File: src/rtl/alu_flags_reg_pkg.sv
// rtl/alu_flags_reg_pkg.sv - shared cpu types: flag indices, ALU class enum, flag vector type
package alu_flags_reg_pkg;

  localparam int FLAG_Z = 0;
  localparam int FLAG_C = 1;
  localparam int FLAG_S = 2;
  localparam int FLAG_O = 3;

  // Flag vector shared with the branch condition evaluator
  typedef logic [3:0] flags_t;

  typedef enum logic [1:0] {
    LOGIC = 2'b00,
    ADD   = 2'b01,
    SUB   = 2'b10,
    SHIFT = 2'b11
  } alu_class_t;

endpackage

File: src/rtl/alu_flags_calc.sv
// rtl/alu_flags_calc.sv - combinational Z/C/S/O computation from one ALU operation
module alu_flags_calc
  import alu_flags_reg_pkg::*;
#(
  parameter int DATA_W = 32
) (
  input  alu_class_t        alu_class,
  input  logic [DATA_W-1:0] op_a,
  input  logic [DATA_W-1:0] op_b,
  input  logic [DATA_W-1:0] alu_result,
  input  logic              shift_cout,
  output flags_t            computed
);

  logic              add_carry;
  logic [DATA_W-1:0] unused_sum;
  logic              a_msb;
  logic              b_msb;
  logic              r_msb;

  // Carry comes from a one-bit-wider sum; the low bits are the ALU's job, not ours
  assign {add_carry, unused_sum} = {1'b0, op_a} + {1'b0, op_b};
  assign a_msb = op_a[DATA_W-1];
  assign b_msb = op_b[DATA_W-1];
  assign r_msb = alu_result[DATA_W-1];

  // Z and S come straight from the result; C and O depend on the operation class
  always_comb begin
    computed         = '0;
    computed[FLAG_Z] = (alu_result == '0);
    computed[FLAG_S] = r_msb;
    case (alu_class)
      ADD: begin
        computed[FLAG_C] = add_carry;
        computed[FLAG_O] = (a_msb == b_msb) && (r_msb != a_msb);
      end
      SUB: begin
        computed[FLAG_C] = (op_a < op_b);
        computed[FLAG_O] = (a_msb != b_msb) && (r_msb != a_msb);
      end
      SHIFT: begin
        computed[FLAG_C] = shift_cout;
      end
      default: begin
        computed[FLAG_C] = 1'b0;
      end
    endcase
  end

endmodule

File: src/rtl/alu_flags_reg.sv
// rtl/alu_flags_reg.sv - architectural flag register with per-flag mask; shadow stack under FLAGS_SHADOW_EN
module alu_flags_reg
  import alu_flags_reg_pkg::*;
#(
  parameter int DATA_W       = 32,
  parameter int SHADOW_DEPTH = 4
) (
  input  logic              clk,
  input  logic              reset,
  input  logic              alu_valid,
  input  alu_class_t        alu_class,
  input  logic [DATA_W-1:0] op_a,
  input  logic [DATA_W-1:0] op_b,
  input  logic [DATA_W-1:0] alu_result,
  input  logic              shift_cout,
  input  logic [3:0]        flag_we,
  input  logic              save,
  input  logic              restore,
  output flags_t            flags,
  output logic              shadow_ovf,
  output logic              shadow_unf
);

  flags_t computed;
  flags_t flags_d;

  alu_flags_calc #(.DATA_W(DATA_W)) u_calc (
    .alu_class  (alu_class),
    .op_a       (op_a),
    .op_b       (op_b),
    .alu_result (alu_result),
    .shift_cout (shift_cout),
    .computed   (computed)
  );

  // Masked next-state: only enabled flags of a valid ALU op change
  always_comb begin
    flags_d = flags;
    for (int i = 0; i < 4; i++) begin
      if (alu_valid && flag_we[i]) begin
        flags_d[i] = computed[i];
      end
    end
  end

`ifdef FLAGS_SHADOW_EN
  localparam int PTR_W = $clog2(SHADOW_DEPTH + 1);
  localparam int IDX_W = (SHADOW_DEPTH > 1) ? $clog2(SHADOW_DEPTH) : 1;

  flags_t           stack_mem [SHADOW_DEPTH];
  logic [PTR_W-1:0] sp;
  logic             stack_full;
  logic             stack_empty;
  logic [IDX_W-1:0] push_idx;
  logic [IDX_W-1:0] top_idx;

  assign stack_full  = (sp == PTR_W'(SHADOW_DEPTH));
  assign stack_empty = (sp == '0);
  assign push_idx    = sp[IDX_W-1:0];
  assign top_idx     = IDX_W'(sp - PTR_W'(1));

  // Flags, stack pointer and sticky errors; restore beats save and any ALU update
  always_ff @(posedge clk) begin
    if (reset) begin
      flags      <= '0;
      sp         <= '0;
      shadow_ovf <= 1'b0;
      shadow_unf <= 1'b0;
    end else if (restore) begin
      if (stack_empty) begin
        flags      <= flags_d;
        shadow_unf <= 1'b1;
      end else begin
        flags <= stack_mem[top_idx];
        sp    <= sp - PTR_W'(1);
      end
    end else begin
      flags <= flags_d;
      if (save) begin
        if (stack_full) begin
          shadow_ovf <= 1'b1;
        end else begin
          sp <= sp + PTR_W'(1);
        end
      end
    end
  end

  // Stack storage needs no reset; the pointer alone defines what is live
  always_ff @(posedge clk) begin
    if (!reset && !restore && save && !stack_full) begin
      stack_mem[push_idx] <= flags_d;
    end
  end
`else
  logic unused_shadow;
  assign unused_shadow = save ^ restore ^ (SHADOW_DEPTH > 0);
  assign shadow_ovf    = 1'b0;
  assign shadow_unf    = 1'b0;

  // Plain masked flag register
  always_ff @(posedge clk) begin
    if (reset) begin
      flags <= '0;
    end else begin
      flags <= flags_d;
    end
  end
`endif

endmodule

File: config.mk
export PLATFORM = sky130hd
export DESIGN_NAME = alu_flags_reg
export DESIGN_NICKNAME = d
export VERILOG_FILES = /design/src/rtl/alu_flags_reg_pkg.sv /design/src/rtl/alu_flags_calc.sv /design/src/rtl/alu_flags_reg.sv
export SDC_FILE = /design/constraint.sdc
export NUM_CORES = 1
export LEC_CHECK = 0
export ABC_AREA = 1
export BUFFER_PORTS_ARGS = -buffer_cell sky130_fd_sc_hd__buf_2
export CORE_MARGIN = 2
export CORE_UTILIZATION = 48
export CTS_CLUSTER_SIZE = 14
export DETAILED_ROUTE_END_ITERATION = 10
export PLACE_DENSITY = 0.95
export SLEW_MARGIN = 20
export SYNTH_ARGS = -nofsm -noshare
export SYNTH_HDL_FRONTEND = slang
export SYNTH_SLANG_ARGS = --single-unit
File: constraint.sdc
create_clock -name clk -period 2.74 [get_ports clk]
set_input_delay 0.548 -clock clk [delete_from_list [all_inputs] [get_ports clk]]
set_output_delay 0.548 -clock clk [all_outputs]
set_load 0.05 [all_outputs]
==> results of run 1 <==
==> cells by family (layout without fill, tap and decap cells) <==
group                    count (synthesis)  in the layout  share of synthesized area (%)
AND/OR/NAND/NOR                         99             99                          23.59
adder cells (fa/ha/maj)                 66             66                          43.74
buffers and inverters                   64            174                          13.12
AO/OA/AOI/OAI                           49             49                          14.18
flip-flops                               4              4                          4.241
XOR/XNOR                                 2              2                         0.9279
other                                    1              2                         0.1986
==> critical path, stage by stage <==
cell and delay, ps:
buf_2 90, inv_1 40, ha_1 310, or2_0 270
o21ai_0 190, nand2_1 70, nand2_1 70, a21oi_1 60
nand2_1 60, nand2_1 40, nand3_1 60, nand2_1 50
a21oi_1 110
==> worst paths after layout <==
path / startpoint / endpoint / slack [ps] / cells after the start
max reg2reg: flags[1] / flags[1] / 2170 / 2
min reg2reg: flags[3] / flags[3] / 460 / 2
max: op_b[19] / flags[1] / 900 / 13
min: flags[3] / flags[3] / 460 / 2
==> cell usage after synthesis (2+ instances only) <==
cell type  instances
a21o_1             2
nand2_1           48
nand3_1            8
nand4_1            6
or2_0              3
nor2_1            17
or2_1              2
inv_1             62
o21ai_0            7
a21oi_1           33
o21a_1             2
xor2_1             2
ha_1              66
nor4_1             7
o21bai_1           2
nor3_1             5
dfxtp_1            4
buf_4              2
==> area by class of cell <==
class	count	area share, %
multi-input combinational	218	61.97
timing repair buffer	109	21.62
inverter	62	9.222
sequential	4	3.173
tap	48	2.380
clock buffer	3	1.636
==> layer usage <==
metal	vias to the layer above	share of wire (%)	wire, um
met1	919	40	1761
met5	-	0	0
li1	1140	-	-
met2	85	52	2294
met3	8	6.6	290
met4	0	1.5	64
==> per-stage QoR <==
stage / hold slack [ps] / instance area (um2)
final: 460.5 / 2524
after global routing: 487.2 / 2524
after CTS: 464.3 / 2524
after detailed placement: 453.1 / 2482
after global placement: 450.7 / 2482
after floorplan: 617.1 / 1892
==> layout by cell type, fill, tap and decap left out, types with 2 or more instances in the layout <==
cell,instances
a21o_1,2
a21oi_1,33
buf_2,109
clkbuf_8,3
conb_1,2
dfxtp_1,4
ha_1,66
inv_1,62
nand2_1,48
nand3_1,8
nand4_1,6
nor2_1,17
nor3_1,5
nor4_1,7
o21a_1,2
o21ai_0,7
o21bai_1,2
or2_0,3
or2_1,2
xor2_1,2
==> power breakdown <==
group	switching, mW	total [mW]	internal, mW
Clock	0.0334	0.127	0.0939
Sequential	0.000762	0.0611	0.0603
Combinational	0.168	0.311	0.143
Total	0.202	0.499	0.297
==> reports/qor.yml, run 1 <==
status:
  status: "complete, no violations"
synthesis:
  seq_area_frac_synth_pct: 4.241
  synth_top_area_cell: "ha_1"
  netlist.area_leader.share_pct: 43.74
  syn_area_per_cell_um2: 6.625
  synth_seq_cells: 4
  synth_warnings: 0
  synth_cell_types: 25
  ys.flop_type: "dfxtp_1"
  synth-edff-count: 0
  synth_cells: 285
  synth_async_sr_flop_share_pct: 0
  synth_area_mm2: 0.001888
  synth_area_leaders: "ha_1, inv_1, nand2_1"
power_and_ir_drop:
  finalPower_uw: 499.5
  power.leakage_nw: 1.594
  ir_drop_mv: 0.1941
  p_per_area_mw_per_mm2: 197.9
sta:
  setup_tns_ps: 0
  setup_viol: 0
  rsz0062_at_grt: "no"
  layout_setup_ws_ps: 902.4
  period_needed_ps: 1838
  report.final.slew_viol_count: 0
  fin_crit_sh_pct: 67.07
  clock_skew_ps: 0
  hold_viol: 0
  max_freq_mhz: 544.2
critical_path:
  start_kind: "input pin"
  end_kind: "register"
  crit_type: "in2reg"
  arrival_ps: 1990
  crit_required_ps: 2890
  worstPathMaxFanout: 4
grt:
  overflow: 0
  met2_usage_pct: 43.50
  grt_pass1_wl_mm: 7.203
  grt_max_degree: 7
  grt_usage_pct: 20.04
  use_met1_pct: 19.13
  grt_pass1_vias: 2064
  busiest_layer: "met2"
  use_met3_pct: 2.196
  antenna_found_initial: 0
hold_path:
  hp-class: "reg2reg"
layout:
  syn_to_final_growth_pct: 33.66
  diodes: 0
  drive_above_1_share_pct: 28.79
  top_regs: "flags x4"
  final_cells: 444
  fin_nets: 572
  fillCellCount: 336
  top_register: "flags"
  utilization_pct: 67.91
  largest_reg_flops: 4
  multi_input_area_mm2: 0.001564
  seqCellArea_um2: 80.08
place:
  dpl.cell_count: 441
  hpwl_mm: 4.147
  gp_congestion: 0.9001
  portBuffers: 109
  pre_cts_slack_ps: 641.2
clock_network:
  path_clk_slew_ps: 30
  cts_max_level: 1
  cts_sinks: 4
  cts_setup_buffers: 0
  numCtsBuffers: 3
  clockBufferDepth: 2
  clk_latency_ps: 220
  cts_tree: "yes"
  holdBufCountCts: 0
  clockRootBuffer: "clkbuf_8"
  post_cts_resized: 0
detailed_routing:
  wl_per_cell_um: 9.932
  drt-initial-drc-count: 38
  drtAntennaViolNets: 0
  drcViolationCount: 0
  vias: 2152
  routed_wl_mm: 4.410
  avgViaCountPerCell: 4.847
  dr.pass1.iters: 4
die:
  die_x_um: 66.72
  die_height_um: 66.72
  rows: 22
  initial_core_util_pct: 50.81
  core_mm2: 0.003716
  pin_count: 114
  die_area_mm2: 0.004451
flow_run:
  cap_violations: 0
Power figures use the tool's default switching activity.
==> run 2: changes to the inputs <==
--- a/config.mk
+++ b/config.mk
@@ -8,10 +8,10 @@
 export ABC_AREA = 1
 export BUFFER_PORTS_ARGS = -buffer_cell sky130_fd_sc_hd__buf_2
 export CORE_MARGIN = 2
-export CORE_UTILIZATION = 48
+export CORE_UTILIZATION = 45
 export CTS_CLUSTER_SIZE = 14
 export DETAILED_ROUTE_END_ITERATION = 10
-export PLACE_DENSITY = 0.95
+export PLACE_DENSITY = 0.9
 export SLEW_MARGIN = 20
 export SYNTH_ARGS = -nofsm -noshare
 export SYNTH_HDL_FRONTEND = slang
==> constraint.sdc (replaced) <==
create_clock -name clk -period 1.86 [get_ports clk]
set_input_delay 0.372 -clock clk [delete_from_list [all_inputs] [get_ports clk]]
set_output_delay 0.372 -clock clk [all_outputs]
set_load 0.05 [all_outputs]
==> run 2 against run 1 <==
Sequential power is 48% higher. Die area is 6.3% higher. Worst setup slack worse by 680 ps. First-iteration DRC count is 21% lower. Final cell count is 2.0% higher. Total power is 51% higher. Critical endpoint unchanged.
==> reports/qor.yml, run 2 (same netlist as run 1, synthesis figures left out) <==
sta:
  clock_skew_ps: 0  # unchanged
  period_needed_ps: 1640
  rsz0062_at_grt: "no"  # unchanged
  report.final.slew_viol_count: 0  # unchanged
  max_freq_mhz: 609.9
  hold_viol: 0  # unchanged
  setup_viol: 0  # unchanged
  fin_crit_sh_pct: 88.16
detailed_routing:
  dr.pass1.iters: 4  # unchanged
  wl_per_cell_um: 9.894  # was 9.932 um
  avgViaCountPerCell: 4.781  # was 4.847
  drcViolationCount: 0  # unchanged
  drtAntennaViolNets: 0  # unchanged
  routed_wl_mm: 4.482  # was 4.410 mm
  vias: 2166  # was 2152
  drt-initial-drc-count: 30  # was 38
grt:
  grt_max_degree: 6  # was 7
  antenna_found_initial: 0  # unchanged
  grt_pass1_wl_mm: 7.120  # was 7.203 mm
  overflow: 0  # unchanged
  grt_usage_pct: 18.93  # was 20.04%
  grt_pass1_vias: 1973  # was 2064
layout:
  syn_to_final_growth_pct: 36.58  # was 33.66%
  fin_nets: 579  # was 572
  drive_above_1_share_pct: 30.02  # was 28.79%
  diodes: 0  # unchanged
  stdcell_area_mm2: 0.002579  # was 0.002524 mm2
  layout_common_cells: "buf_2, ha_1, inv_1"  # unchanged
  utilization_pct: 64.01  # was 67.91%
  final_common_cell: "buf_2"  # unchanged
  top_regs: "flags x4"  # unchanged
  largest_reg_flops: 4  # unchanged
  top_register: "flags"  # unchanged
  fillCellCount: 360  # was 336
power_and_ir_drop:
  finalPower_uw: 755.1  # was 499.5 uW
  switching_share_pct: 39.89  # was 40.44%
  p_seq_share_pct: 12.0  # was 12.2%
  p_int_uw: 453.9  # was 297.5 uW
  p_clk_share_pct: 24.9  # was 25.5%
  power_switching_uw: 301.3  # was 202.0 uW
  p_per_area_mw_per_mm2: 292.8  # was 197.9 mW/mm2
  power.leakage_nw: 1.628  # was 1.594 nW
  power_frac_comb_pct: 63.2  # was 62.3%
  ir_drop_mv: 0.3081  # was 0.1941 mV
critical_path:
  ff2ff_setup_slack_ps: 1240  # was 2170 ps
  r2r-end: "flags[3]"  # was flags[1]
  reg2reg_from: "flags[3]"  # was flags[1]
  worstPathMaxFanout: 4  # unchanged
  crit_required_ps: 2010  # was 2890 ps
  end_kind: "register"  # unchanged
  arrival_ps: 1790  # was 1990 ps
  start_kind: "input pin"  # unchanged
  crit_type: "in2reg"  # unchanged
  r2r_cells: 2  # unchanged
clock_network:
  cts_max_level: 1  # unchanged
  holdBufCountCts: 0  # unchanged
  cts_sinks: 4  # unchanged
  clk_latency_ps: 220  # about the same
  numCtsBuffers: 3  # unchanged
  cts_setup_buffers: 0  # unchanged
  clockBufferDepth: 2  # unchanged
  path_clk_slew_ps: 40  # was 30 ps
  cts_tree: "yes"  # unchanged
  post_cts_resized: 0  # unchanged
  clockRootBuffer: "clkbuf_8"  # unchanged
place:
  gp_congestion: 0.8040  # was 0.9001
  dpl-instance-area_mm2: 0.002537  # was 0.002482 mm2
  hpwl_mm: 4.134  # was 4.147 mm
  portBuffers: 109  # unchanged
die:
  die_height_um: 68.78  # was 66.72 um
  die_area_mm2: 0.004730  # was 0.004451 mm2
  initial_core_util_pct: 46.86  # was 50.81%
  core_mm2: 0.004029  # was 0.003716 mm2
  rows: 23  # was 22
  pin_count: 114  # unchanged
  die_x_um: 68.78  # was 66.72 um
hold_path:
  hold_depth: 2  # unchanged
  min_to: "flags[0]"  # was flags[3]
  hp-class: "in2reg"  # was reg2reg
  min-delay-start: "reset"  # was flags[3]
flow_run:
  cap_violations: 0  # unchanged
status:
  status: "complete, no violations"  # unchanged
-- run 2: cell types whose count changed in the layout (fill, tap and decap cells not counted), sizes merged --
| cell | change |
|---|---|
| buf | +7 |
-- run 2: critical path: stages --
cell     delay [ps]
buf_2           110
ha_1            330
or2_0           250
o21ai_0         210
nand2_1          70
nand2_1          60
a21oi_1          50
nand2_1          60
nand2_1          40
nand3_1          60
nand2_1          50
a21oi_1         110
-- run 2: how the worst max path moves through the flow --
stage / start / end / cells after the start
2_1_floorplan: op_b[7] / flags[1] / 14
3_3_place_gp: op_b[11] / flags[1] / 13
3_5_place_dp: op_b[11] / flags[1] / 13
4_1_cts: op_b[11] / flags[1] / 13
5_1_grt: op_b[31] / flags[1] / 14
6_report: op_a[19] / flags[1] / 12
-- run 2: stage by stage --
step                cells  worst slack [ps]  setup TNS, ps  hold WS (ps)
CTS                   453             212.3              0         365.0
global placement      450             6.253              0         449.6
floorplan             286             261.3              0         441.1
finish                453             220.3              0         370.6
global route          453             60.12              0         373.4
detailed placement    450            -3.297         -3.297         456.1
-- run 2: final cells by class --
cell class	count	area (um2)	area share [%]
Clock buffer	3	41.29	1.601
Multi-Input combinational cell	218	1564	60.65
Tap cell	50	62.56	2.426
Inverter	62	232.7	9.025
Sequential cell	4	80.08	3.105
Timing Repair Buffer	116	598.1	23.19
-- run 2: metal layers --
metal  global-route usage [%]  up-vias  wire length (um)
met3                    1.948        4               379
met4                    3.922        0                29
met1                    18.89      917              1688
li1                         -     1155                 -
met2                    40.75       90              2383
met5                        0        -                 0
-- run 2: power by group through the flow --
| stage | clock network (mW) | registers, mW | logic, mW |
|---|---|---|---|
| 6_report | 0.188 | 0.0903 | 0.477 |
| 2_1_floorplan | 0 | 0.0997 | 0.260 |
| 5_1_grt | 0.200 | 0.0903 | 0.552 |
| 3_3_place_gp | 0 | 0.0911 | 0.459 |
| 4_1_cts | 0.190 | 0.0903 | 0.483 |
| 3_5_place_dp | 0 | 0.0913 | 0.479 |
